**config.mk**
```make
export PLATFORM = sky130hd
export DESIGN_NAME = mem_stage
export DESIGN_NICKNAME = d
export VERILOG_FILES = /design/src/rtl/mem_stage_pkg.sv /design/src/rtl/mem_stage_align.sv /design/src/rtl/mem_stage.sv
export SDC_FILE = /design/constraint.sdc
export NUM_CORES = 1
export LEC_CHECK = 0
export CORE_AREA = 2 2 133 233
export DETAILED_ROUTE_END_ITERATION = 8
export DIE_AREA = 0 0 135 235
export GPL_ROUTABILITY_DRIVEN = 0
export PLACE_DENSITY = 0.62
export REMOVE_ABC_BUFFERS = 1
export SYNTH_ARGS = -nofsm -noshare
export SYNTH_HDL_FRONTEND = slang
export SYNTH_HIERARCHICAL = 1
export SYNTH_SLANG_ARGS = --single-unit
```
**constraint.sdc**
```tcl
create_clock -name clk -period 4.4 [get_ports clk]
set_input_delay 0.88 -clock clk [delete_from_list [all_inputs] [get_ports clk]]
set_output_delay 0.88 -clock clk [all_outputs]
set_load 0.02 [all_outputs]
```
**src/rtl/mem_stage_pkg.sv**
```systemverilog
// ============================================================================
//  Module      : mem_stage_pkg
//  Description : Shared op encodings, MEM FSM state encodings and access-size
//                helpers for the MEM pipeline stage.
//  Revision    : 1.0 - initial release
// ============================================================================
`default_nettype none

package mem_stage_pkg;

    // Op encodings presented by EX on op_i
    localparam logic [7:0] c_op_nop = 8'h00;
    localparam logic [7:0] c_op_add = 8'h01;
    localparam logic [7:0] c_op_lb  = 8'h10;
    localparam logic [7:0] c_op_lbu = 8'h11;
    localparam logic [7:0] c_op_lh  = 8'h12;
    localparam logic [7:0] c_op_lhu = 8'h13;
    localparam logic [7:0] c_op_lw  = 8'h14;
    localparam logic [7:0] c_op_sb  = 8'h18;
    localparam logic [7:0] c_op_sh  = 8'h19;
    localparam logic [7:0] c_op_sw  = 8'h1A;

    // MEM FSM state encodings
    localparam logic [0:0] c_mem_idle = 1'b0;
    localparam logic [0:0] c_mem_busy = 1'b1;

    typedef enum logic [1:0] {
        SZ_NONE = 2'd0,
        SZ_BYTE = 2'd1,
        SZ_HALF = 2'd2,
        SZ_WORD = 2'd3
    } acc_size_e;

    function automatic acc_size_e f_size(input logic [7:0] op);
        case (op)
            c_op_lb, c_op_lbu, c_op_sb: f_size = SZ_BYTE;
            c_op_lh, c_op_lhu, c_op_sh: f_size = SZ_HALF;
            c_op_lw, c_op_sw:           f_size = SZ_WORD;
            default:                    f_size = SZ_NONE;
        endcase
    endfunction

    function automatic logic f_is_store(input logic [7:0] op);
        f_is_store = (op == c_op_sb) || (op == c_op_sh) || (op == c_op_sw);
    endfunction

    function automatic logic f_is_mem(input logic [7:0] op);
        f_is_mem = (f_size(op) != SZ_NONE);
    endfunction

    function automatic logic f_misaligned(input logic [7:0] op, input logic [1:0] ea_lo);
        case (f_size(op))
            SZ_HALF: f_misaligned = ea_lo[0];
            SZ_WORD: f_misaligned = (ea_lo != 2'b00);
            default: f_misaligned = 1'b0;
        endcase
    endfunction

endpackage

`default_nettype wire

```
**src/rtl/mem_stage_align.sv**
```systemverilog
// ============================================================================
//  Module      : mem_lane_align
//  Description : Combinational byte-lane steering. Builds store byte enables
//                and lane-replicated write data, and extracts/extends load
//                data, all from the op and the low two effective-address bits.
//  Ports       : op, ea_lo, st_data, rdata (in); be, wdata, ld_data (out)
//  Revision    : 1.0 - initial release
// ============================================================================
`default_nettype none

module mem_lane_align
    import mem_stage_pkg::*;
(
    input  logic [7:0]  op,
    input  logic [1:0]  ea_lo,
    input  logic [31:0] st_data,
    input  logic [31:0] rdata,
    output logic [3:0]  be,
    output logic [31:0] wdata,
    output logic [31:0] ld_data
);

    logic [7:0]  w_byte;
    logic [15:0] w_half;
    logic        w_signed;

    always_comb begin
        w_byte   = 8'(rdata >> {ea_lo, 3'b000});
        w_half   = ea_lo[1] ? rdata[31:16] : rdata[15:0];
        w_signed = (op == c_op_lb) || (op == c_op_lh);
        be       = 4'b0000;
        wdata    = 32'h0;
        ld_data  = 32'h0;
        case (f_size(op))
            SZ_BYTE: begin
                be      = 4'b0001 << ea_lo;
                wdata   = {4{st_data[7:0]}};
                ld_data = {{24{w_signed & w_byte[7]}}, w_byte};
            end
            SZ_HALF: begin
                be      = ea_lo[1] ? 4'b1100 : 4'b0011;
                wdata   = {2{st_data[15:0]}};
                ld_data = {{16{w_signed & w_half[15]}}, w_half};
            end
            SZ_WORD: begin
                be      = 4'b1111;
                wdata   = st_data;
                ld_data = rdata;
            end
            default: ;
        endcase
    end

endmodule

`default_nettype wire

```
**src/rtl/mem_stage.sv**
```systemverilog
// ============================================================================
//  Module      : mem_stage
//  Description : MEM pipeline stage. Non-memory ops pass to registered WB in
//                one cycle; loads/stores run one req/ack access at a time,
//                stalling upstream until ack or timeout abort.
//  Parameters  : TIMEOUT_CYC - BUSY cycles without ack before abort (0 = off)
//  Config      : MEM_ALIGN_CHECK_EN - reject misaligned half/word accesses
//                with a bus_err pulse instead of issuing a bus request
//  Ports       : EX side  instr_i, op_i, reg1_i, reg2_i, we_i, write_addr_i,
//                         write_data_i, stall_req
//                Bus side mem_req, mem_we, mem_addr, mem_be, mem_wdata,
//                         mem_rdata, mem_ack
//                WB side  wb_we, wb_addr, wb_data, bus_err
//  Revision    : 1.0 - initial release
// ============================================================================
`default_nettype none

module mem_stage
    import mem_stage_pkg::*;
#(
    parameter int TIMEOUT_CYC = 64
) (
    input  logic        clk,
    input  logic        rst,
    input  logic [31:0] instr_i,
    input  logic [7:0]  op_i,
    input  logic [31:0] reg1_i,
    input  logic [31:0] reg2_i,
    input  logic        we_i,
    input  logic [4:0]  write_addr_i,
    input  logic [31:0] write_data_i,
    output logic        stall_req,
    output logic        mem_req,
    output logic        mem_we,
    output logic [31:0] mem_addr,
    output logic [3:0]  mem_be,
    output logic [31:0] mem_wdata,
    input  logic [31:0] mem_rdata,
    input  logic        mem_ack,
    output logic        wb_we,
    output logic [4:0]  wb_addr,
    output logic [31:0] wb_data,
    output logic        bus_err
);

    localparam int c_cnt_w = (TIMEOUT_CYC > 1) ? $clog2(TIMEOUT_CYC) : 1;

    logic [0:0]         r_state;
    logic [0:0]         w_next_state;
    logic [7:0]         r_op;
    logic [31:0]        r_ea;
    logic               r_we;
    logic [4:0]         r_waddr;
    logic [3:0]         r_be;
    logic [31:0]        r_wdata;
    logic [c_cnt_w-1:0] r_cnt;
    logic               r_wb_we;
    logic [4:0]         r_wb_addr;
    logic [31:0]        r_wb_data;
    logic               r_bus_err;

    logic [31:0]        w_ea;
    logic               w_is_mem;
    logic               w_misalign;
    logic               w_accept;
    logic               w_timeout;
    logic               w_busy;
    logic [7:0]         w_lane_op;
    logic [1:0]         w_lane_ea;
    logic [3:0]         w_be;
    logic [31:0]        w_wdata;
    logic [31:0]        w_ld_data;
    logic               w_unused;

    assign w_unused = &{1'b0, instr_i[31:16]};

    assign w_ea     = reg1_i + {{16{instr_i[15]}}, instr_i[15:0]};
    assign w_is_mem = f_is_mem(op_i);
    assign w_busy   = (r_state == c_mem_busy);

`ifdef MEM_ALIGN_CHECK_EN
    assign w_misalign = f_misaligned(op_i, w_ea[1:0]);
`else
    assign w_misalign = 1'b0;
`endif

    assign w_accept = !w_busy && w_is_mem && !w_misalign;

    generate
        if (TIMEOUT_CYC > 0) begin : g_timeout
            // r_cnt holds the number of already-elapsed ack-less BUSY cycles
            assign w_timeout = w_busy && !mem_ack && (r_cnt == c_cnt_w'(TIMEOUT_CYC - 1));
        end else begin : g_no_timeout
            assign w_timeout = 1'b0;
        end
    endgenerate

    // One lane aligner: while IDLE it shapes the incoming store from EX; while
    // BUSY it extracts the load using the latched op and address.
    assign w_lane_op = w_busy ? r_op      : op_i;
    assign w_lane_ea = w_busy ? r_ea[1:0] : w_ea[1:0];

    mem_lane_align u_lane (
        .op      (w_lane_op),
        .ea_lo   (w_lane_ea),
        .st_data (reg2_i),
        .rdata   (mem_rdata),
        .be      (w_be),
        .wdata   (w_wdata),
        .ld_data (w_ld_data)
    );

    // State register
    always_ff @(posedge clk) begin
        if (rst) begin
            r_state <= c_mem_idle;
        end else begin
            r_state <= w_next_state;
        end
    end

    // Next-state logic
    always_comb begin
        w_next_state = r_state;
        case (r_state)
            c_mem_idle: if (w_accept)             w_next_state = c_mem_busy;
            c_mem_busy: if (mem_ack || w_timeout) w_next_state = c_mem_idle;
            default:                              w_next_state = c_mem_idle;
        endcase
    end

    // FSM outputs. The abort cycle also releases the stall so EX moves past
    // the failed access rather than re-issuing it forever.
    always_comb begin
        stall_req = 1'b0;
        mem_req   = 1'b0;
        case (r_state)
            c_mem_idle: stall_req = w_accept;
            c_mem_busy: begin
                mem_req   = 1'b1;
                stall_req = !(mem_ack || w_timeout);
            end
            default: ;
        endcase
        if (rst) begin
            stall_req = 1'b0;
        end
    end

    // Access latch, timeout counter and writeback registers
    always_ff @(posedge clk) begin
        if (rst) begin
            r_op      <= c_op_nop;
            r_ea      <= 32'h0;
            r_we      <= 1'b0;
            r_waddr   <= 5'h0;
            r_be      <= 4'h0;
            r_wdata   <= 32'h0;
            r_cnt     <= '0;
            r_wb_we   <= 1'b0;
            r_wb_addr <= 5'h0;
            r_wb_data <= 32'h0;
            r_bus_err <= 1'b0;
        end else begin
            r_bus_err <= 1'b0;
            if (!w_busy) begin
                r_cnt <= '0;
                if (!w_is_mem) begin
                    r_wb_we   <= we_i;
                    r_wb_addr <= write_addr_i;
                    r_wb_data <= write_data_i;
                end else if (w_misalign) begin
                    r_wb_we   <= 1'b0;
                    r_bus_err <= 1'b1;
                end else begin
                    r_op    <= op_i;
                    r_ea    <= w_ea;
                    r_we    <= we_i;
                    r_waddr <= write_addr_i;
                    r_be    <= w_be;
                    r_wdata <= w_wdata;
                    r_wb_we <= 1'b0;
                end
            end else if (mem_ack) begin
                r_cnt     <= '0;
                r_wb_we   <= r_we && !f_is_store(r_op);
                r_wb_addr <= r_waddr;
                r_wb_data <= w_ld_data;
            end else if (w_timeout) begin
                r_cnt     <= '0;
                r_wb_we   <= 1'b0;
                r_bus_err <= 1'b1;
            end else begin
                r_cnt   <= r_cnt + 1'b1;
                r_wb_we <= 1'b0;
            end
        end
    end

    assign mem_we    = w_busy && f_is_store(r_op);
    assign mem_addr  = {r_ea[31:2], 2'b00};
    assign mem_be    = r_be;
    assign mem_wdata = r_wdata;
    assign wb_we     = r_wb_we;
    assign wb_addr   = r_wb_addr;
    assign wb_data   = r_wb_data;
    assign bus_err   = r_bus_err;

endmodule

`default_nettype wire

```
# == Yosys cells after proc, flatten, opt, wreduce, memory -nomap -nowiden ==
# Memories as Yosys holds them, arrays and structs flattened.
# Cells that the tools add are included.
# totals
regBits,128
rom_bits,128
in_bits,177
out_inout_bits,110
word_cells,77
memories,2
# mem_list
name,words,word_bits,rd,rd_clocked_by_memory_dff,wr,line_no,text
(name not given),32,2,1,0,0,mem_stage_pkg.sv:35,case (op)
(name not given),32,2,1,0,0,mem_stage_pkg.sv:35,
# classes
add_sub_neg,2
eq_ne,11
n_shift,2
mux,25
n_bitwise,3
n_reduce_logical,20
# ops
operator,n
one-hot mux 32 bit (3 select lines),2
2-to-1 mux 32 bit,3
"equality test 8 x 5 -> 1 bit, second input constant",5
adder 32 bit,1
>> shifter 32 x 5 -> 8 bit,1
2-to-1 mux 16 bit,1
2-to-1 mux 5 bit,3
one-hot mux 4 bit (3 select lines),1
2-to-1 mux 1 bit,8
2-to-1 mux 8 bit,1
"adder 6 x 1 -> 6 bit, second input constant",1
"equality test 6 bit, second input constant",1
logical NOT 3 bit,2
2-to-1 mux 2 bit,3
logical AND 1 bit,5
"equality test 2 bit, second input constant",2
logical NOT 1 bit,4
logical OR 1 bit,4
2-to-1 mux 4 bit,1
"!= test 2 bit, second input constant",2
one-hot mux 1 bit (2 select lines),2
AND reduction 2 bit,2
OR reduction 4 bit,1
"<< shifter 1 x 2 -> 4 bit, first input constant",1
other kinds (5),6

# == Longest topological paths before layout ==
# Gate-level depths: netlist of the first run.
# logic_depth
depth_word,7
mapped_depth,15
depth_no_buf,10

# == Modules after synthesis ==
# Netlist of the first run, hierarchy kept.
# by_module_without_submodules
mod,n_inst,cells_each,area_each_um2,seq_area_each_um2
mem_stage,1,841,6837.8,2562.5
mem_lane_align,1,183,1431.4,0.0

# == Worst setup path after synthesis of the first run ==
# OpenSTA, ideal clock, no wires.
# synth_timing
path_type,input to register
start,input instr_i[0]
end,register r_wb_data[21] (netlist: wb_data[21])
setup_time_ns,0.137
t_arrival_ns,3.231
required_ns,4.263
setup_slack_ns,1.032
cell_stages,11
path_buffers,2
cell_sequence,ha_1 > fa_1 > mux2_2 > buf_2 > mux4_2 > o211a_1 > o21a_4 > buf_6 > a21o_1 > mux2i_1 > a211oi_1
# synth_between
elab_chain_len,7
word_cells_on_any_way,9
cone_classes,add/sub: 1; shift: 1; mux: 5; bitwise: 2
# synth_rtl
item,line_no,text
from (decl),mem_stage.sv:25,"input logic [31:0] instr_i,"
adder 32 bit (*),mem_stage.sv:77,"assign w_ea = reg1_i + {{16{instr_i[15]}}, instr_i[15:0]};"
named net w_ea[1],mem_stage.sv:62,logic [31:0] w_ea;
2-to-1 mux 2 bit (*),mem_stage.sv:101,assign w_lane_ea = w_busy ? r_ea[1:0] : w_ea[1:0];
named net w_lane_ea[1],mem_stage.sv:69,logic [1:0] w_lane_ea;
>> shifter 32 x 5 -> 8 bit or 2-to-1 mux 16 bit (tied branches),"mem_stage_align.sv:28, mem_stage_align.sv:29",
AND 1 bit (on tied branches),"mem_stage_align.sv:38, mem_stage_align.sv:43",
one-hot mux 32 bit (3 select lines) (*),mem_stage_align.sv:34,case (f_size(op))
named net w_ld_data[21],mem_stage.sv:72,logic [31:0] w_ld_data;
2-to-1 mux 32 bit (*),mem_stage.sv:184,end else if (mem_ack) begin
2-to-1 mux 32 bit (*),mem_stage.sv:166,if (!w_busy) begin
to (signal assigned),mem_stage.sv:171,r_wb_data <= write_data_i;
to (signal assigned),mem_stage.sv:188,r_wb_data <= w_ld_data;
to (decl),mem_stage.sv:59,logic [31:0] r_wb_data;
# Mark *: on every way through the listed nets, which the timed path passes. The rest lies on a longest branch. The select of a mux whose other input is x is not followed.
# A chain may end at the register's enable or synchronous reset.

# == Worst setup path after layout of the first run ==
# layout_timing
start,input op_i[1]
end,output stall_req
# layout_between
elab_chain_len,6
# layout_rtl
item,line_no,text
from (decl),mem_stage.sv:26,"input logic [7:0] op_i,"
memory read (32 x 2 bit),--,
2-to-1 mux 2 bit,mem_stage_pkg.sv:35,
nonzero test 2 bit,mem_stage_pkg.sv:48,f_is_mem = (f_size(op) != SZ_NONE);
logical AND 1 bit,mem_stage.sv:87,assign w_accept = !w_busy && w_is_mem && !w_misalign;
one-hot mux 1 bit (2 select lines),mem_stage.sv:137,case (r_state)
2-to-1 mux 1 bit,mem_stage.sv:145,if (rst) begin
to (decl),mem_stage.sv:32,"output logic stall_req,"
# Every way passes these cells.

==> impl_metrics.yaml, run 1 <==
grt:
  grt_max_degree: 75
  antenna_found_initial: 0
  grt_pass1_vias: 8431
  grt-ovfl-total: 0
  grt_usage_pct: 19.3
  grt_pass1_wl_um: 46900
setup_path:
  crit_arrival_ns: 3.06
  r2r_slack_ns: 1.11
  crit_path_start_kind: "input pin"
  crit_path_max_fanout: 3
  cp_common_cell: "clkdlybuf4s50_1"
  worstSetupPathType: "in -> out"
  slowest_delay_ns: 0.61
  reg2reg_depth: 11
  cp_num_buf_inv: 3
  r2r_end: "wb_data[7]"
  critPathRequiredTime_ns: 3.52
  path_cells: "clkdlybuf4s50_1 -> inv_1 -> ha_1 -> nor3_1 -> o21ai_0 -> and4_2 -> nand2b_1 -> nand2_1 -> clkdlybuf4s50_1"
  cpLargestDelayFamily: "buffers and inverters"
  end_kind: "output port"
  cp_slowest_cell: "clkdlybuf4s50_1"
  rr_startpoint: "r_state"
final_layout:
  synthToLayoutAreaGrowth_pct: 42.2
  seq_area_um2: 2560
  multiInputGateArea_um2: 5130
  nFillCells: 3073
  antenna_cells: 0
  layout-drive-gt1-share_pct: 8.81
  nets: 1449
  final_design_area_no_fill_um2: 11800
synth:
  synth_commonest_cells: "nand2_1 (187), dfxtp_1 (128), a21oi_1 (97)"
  netlist_area_um2: 8270
  netlist_instances: 1024
  yosys-top-cells-area: "dfxtp_1 (31%), nand2_1 (8.5%), mux2i_1 (7.5%)"
  synth_warnings: 6
  synth_top_area_share_pct: 31.0
  ys_ff_latch: 128
  synth-edff-count: 0
  synth_top_flop_cell: "dfxtp_1"
  syn_area_per_cell_um2: 8.08
  async_flop_share_pct: 0
  yosysMostFrequentCell: "nand2_1"
  ys_types: 72
  yosysTopAreaCell: "dfxtp_1"
  ys_seq_area_share_pct: 31.0
timing:
  report.final.slew_viol_count: 0
  finalHoldViolCount: 0
  rsz0062_at_grt: "no"
  setup_viol: 0
  fin_skew_ns: 0.0179
  layout_min_cycle_time_ns: 3.94
  slew_headroom_pct: 46.7
  clock.fmax_mhz: 254
  final.period_utilization_pct: 89.5
  final.setup.tns_ns: 0
  worstMarginPinSlew_ns: 0.796
pwr:
  power_mw: 3.55
  powerDensity_nw_per_um2: 302
  vdd_drop_max_mv: 0.284
  p_leak_nw: 4.47
floorplan:
  initial_core_util_pct: 27.7
  die_w_um: 135
  io_pins: 287
  chipHeight_um: 235
  die_area_um2: 31700
  rows: 84
  coreArea_um2: 29800
clock_tree:
  ctsHoldBuffers: 0
  insertion_delay_ns: 0.44
  htree_levels: 4
  post_cts_resized: 0
  cts.sinks: 128
  cts_root_buffer: "clkbuf_16"
  numCtsBuffers: 17
  cts.path.max_buffers: 2
  cts_tree: "built"
  post-cts-setup-buffer-count: 0
  clk_pin_slew_ns: 0.06
route:
  route.vias.total: 8242
  dr.first_iter.drc_count: 302
  drt_pre_antenna_iters: 5
  routed_wl_um: 30700
  drt-wirelength-per-cell_um: 18.8
  final_antenna_net_count: 0
  drcViolationCount: 0
  vias_per_cell: 5.04
run_status:
  run_status: "completed"
min_path:
  hp-class: "reg -> reg"
  hold_start: "r_cnt[0]"
  min_to: "r_cnt[0]"
  holdPathStages: 1
placement:
  hpwlAfterDp_um: 23000
  placed_area_um2: 11100
  numPortBuffers: 268
run:
  drv_cap: 0
[metrics by stage]
stage | util (%) | hold slack, ns | setup slack, ns | std cells
detailed placement | 37.3 | 0.440 | 0.312 | 1603
finish | 39.4 | 0.445 | 0.463 | 1635
floorplan | - | 0.418 | -1.81 | 923
global route | 39.4 | 0.471 | 0.361 | 1635
global placement | 37.3 | 0.429 | 0.404 | 1603
CTS | 39.4 | 0.448 | 0.485 | 1635
[worst max-delay path by stage]
stage,start,endpoint,slack [ns],depth (start not counted)
2_1_floorplan,r_state,wb_addr[0],-1.81,4
6_report,op_i[1],stall_req,0.46,9
3_5_place_dp,op_i[0],wb_data[7],0.31,12
4_1_cts,op_i[1],stall_req,0.49,9
5_1_grt,op_i[1],stall_req,0.36,9
3_3_place_gp,op_i[0],wb_data[15],0.40,12
[layout by cell type (no fill, tap or decap), types with 12 or more instances in the layout]
master	Yosys	layout
nand3_1	22	22
a21o_1	32	32
dfxtp_1	128	127
mux2i_1	62	62
nor2_1	74	74
nor3_1	14	14
xnor2_1	20	20
a21oi_1	97	96
o21ai_1	15	15
a211oi_1	42	42
ha_1	36	36
o21ai_2	12	12
o21ai_0	24	24
clkbuf_16	0	17
clkdlybuf4s50_1	0	267
and2_1	12	12
buf_4	32	24
nand2_1	187	187
inv_1	12	12
[sequential cells by signal, indices dropped and copies added, names as in the netlist]
signal     cells
wb_addr        5
r_op           8
wb_we          1
r_ea          32
r_state        1
r_we           1
wb_data       32
mem_wdata     32
r_waddr        5
mem_be         4
bus_err        1
r_cnt          6
[cell type report]
class                      instances  area share (%)
clock buffer                      19            3.85
sequential                       128            21.8
multi-input combinational        783            43.7
inverter                          12           0.383
tap                              387            4.12
clock inverter                    13            1.56
timing repair buffer             293            24.6
[worst register-to-register path: cells and delay by family (launching register included)]
kind	cells	cell delay, ns
AO/OA/AOI/OAI	4	0.95
adder cells (fa/ha/maj)	1	0.40
buffers and inverters	2	0.37
flip-flops	1	0.74
multiplexers	2	0.33
AND/OR/NAND/NOR	2	0.42
[cells by family (layout without fill, tap and decap cells)]
logic type | after synthesis | in the layout | share of synthesized area, %
compound gates | 281 | 281 | 23.1
xor+xnor | 29 | 29 | 3.07
fa+ha+maj | 37 | 37 | 5.69
buf+inv | 114 | 337 | 7.19
flops | 128 | 128 | 31.0
mux | 79 | 79 | 11.0
other cells | 1 | 2 | 0.0453
simple gates | 355 | 355 | 19.0
[metal layers]
| layer | up-vias | global-route usage (%) | part of all wire [%] |
|---|---|---|---|
| li1 | 4018 | - | - |
| met1 | 3905 | 18.6 | 36 |
| met2 | 270 | 38.1 | 56 |
| met3 | 49 | 4.34 | 5.5 |
| met4 | 0 | 8.27 | 3.1 |
| met5 | - | 0 | 0 |
[power breakdown]
part,switching (mW),internal [mW]
Clock,0.581,0.979
Combinational,0.406,0.382
Sequential,0.0176,1.19
Note: power is estimated with default switching activity, not from simulation.
==> run 2: changes to the inputs <==
CORE_AREA = 3 3 134 234   (was 2 2 133 233)
DIE_AREA = 0 0 137 237   (was 0 0 135 235)
REMOVE_ABC_BUFFERS = not set   (was 1)
SKIP_CTS_REPAIR_TIMING = 1   (was not set)
==> impl_metrics.yaml, run 2 (synthesized netlist as in run 1, its figures left out) <==
timing:
  slew_headroom_pct: 48.0
  worstMarginPinSlew_ns: 0.776
  final.period_utilization_pct: 89.7
  fin_skew_ns: 0.0117
  finalHoldViolCount: 0
  layout_min_cycle_time_ns: 3.95
  rsz0062_at_grt: "no"
  setup_viol: 0
  report.final.slew_viol_count: 0
  clock.fmax_mhz: 253
  final.setup.tns_ns: 0
final_layout:
  seq_area_um2: 2570
  mostFrequentLayoutCell: "clkdlybuf4s50_1"
  layout-drive-gt1-share_pct: 8.51
  multiInputGateArea_um2: 5130
  mostFrequentLayoutCells: "clkdlybuf4s50_1 (267), nand2_1 (187), dfxtp_1 (127), a21oi_1 (96), nor2_1 (74)"
  final_util_pct: 39.2
  synthToLayoutAreaGrowth_pct: 41.4
  nets: 1447
  nFillCells: 3075
grt:
  met3_usage_pct: 4.23
  busiest_layer: "met2"
  grt_pass1_wl_um: 45400
  grt_max_degree: 75
  grt_usage_pct: 18.2
  globalRouteMet2Util_pct: 33.1
  grt-ovfl-total: 0
  grt_util_met1_pct: 18.9
  antenna_found_initial: 6
  grt_pass1_vias: 8030
clock_tree:
  cts.sinks: 128
  cts_root_buffer: "clkbuf_16"
  cts_tree: "built"
  clk_pin_slew_ns: 0.06
  numCtsBuffers: 17
  htree_levels: 4
  cts.path.max_buffers: 2
  insertion_delay_ns: 0.44
route:
  route.vias.total: 8113
  drt-wirelength-per-cell_um: 18.3
  final_antenna_net_count: 0
  drt_pre_antenna_iters: 5
  routed_wl_um: 29900
  drcViolationCount: 0
  dr.first_iter.drc_count: 326
  vias_per_cell: 4.95
pwr:
  powerDensity_nw_per_um2: 291
  p_leak_nw: 4.43
  vdd_drop_max_mv: 0.270
run_status:
  run_status: "completed"
floorplan:
  initial_core_util_pct: 27.7
  chipHeight_um: 237
  io_pins: 287
  die_area_um2: 32500
  die_w_um: 137
  coreArea_um2: 29800
  rows: 84
placement:
  hpwlAfterDp_um: 23000
  numPortBuffers: 268
setup_path:
  r2r_slack_ns: 1.28
  critPathRequiredTime_ns: 3.52
  crit_arrival_ns: 3.07
  end_kind: "output port"
  worstSetupPathType: "in -> out"
  crit_path_max_fanout: 3
  crit_path_start_kind: "input pin"
min_path:
  hp-class: "reg -> reg"
run:
  drv_cap: 0
-- run 2: cell types whose count changed in the layout (fill, tap and decap cells not counted), moves of 2 or more --
cell / before / now
diode_2: 0 / 5
clkinv_2: 3 / 5
bufinv_16: 4 / 2
clkbuf_1: 0 / 2
-- run 2: power by group --
group          internal [mW]  total, mW  switching [mW]
clock network          0.874       1.42           0.542
logic                  0.378      0.776           0.398
registers               1.19       1.21          0.0169
-- run 2: critical path, cell delays in order --
cell and delay [ns]:
clkdlybuf4s50_1 0.50, inv_1 0.07, ha_1 0.27, nor3_1 0.04, o21ai_0 0.21, and4_2 0.32, nand2b_1 0.09, nand2_1 0.08
clkdlybuf4s50_1 0.60
-- run 2: through the flow --
step,hold WS [ns],total power [mW],setup slack (ns),std cells,instance area (µm²)
after floorplan,0.418,1.68,1.03,1025,8270
after global placement,0.433,2.00,0.378,1601,11100
after detailed placement,0.440,2.01,0.366,1601,11100
after CTS,0.450,3.45,0.372,1633,11700
after global routing,0.467,3.56,0.242,1636,11700
final,0.448,3.40,0.454,1638,11700
-- run 2: routing by layer --
| layer | wire, µm | up-vias | share of wire (%) |
|---|---|---|---|
| li1 | - | 4020 | - |
| met1 | 10900 | 3780 | 36 |
| met2 | 16200 | 236 | 54 |
| met3 | 1290 | 75 | 4.3 |
| met4 | 1480 | 2 | 4.9 |
| met5 | 13 | - | 0.043 |
-- run 2: final cells by class --
type	count	share of cell area (%)
multi-input cells	783	43.9
repair buffers	291	24.5
flip-flops and latches	128	21.9
well taps	387	4.14
clock buffers	22	4.06
clock inverters	10	0.931
inverters	12	0.385
diodes	5	0.107
-- run 2: path summary, 6_finish.rpt --
kind / from / endpoint / cells past startpoint
hold reg to reg: r_cnt[0] / r_cnt[0] / 1
setup reg to reg: r_state / wb_data[23] / 8
setup / recovery: op_i[1] / stall_req / 9
hold / removal: r_cnt[0] / r_cnt[0] / 1
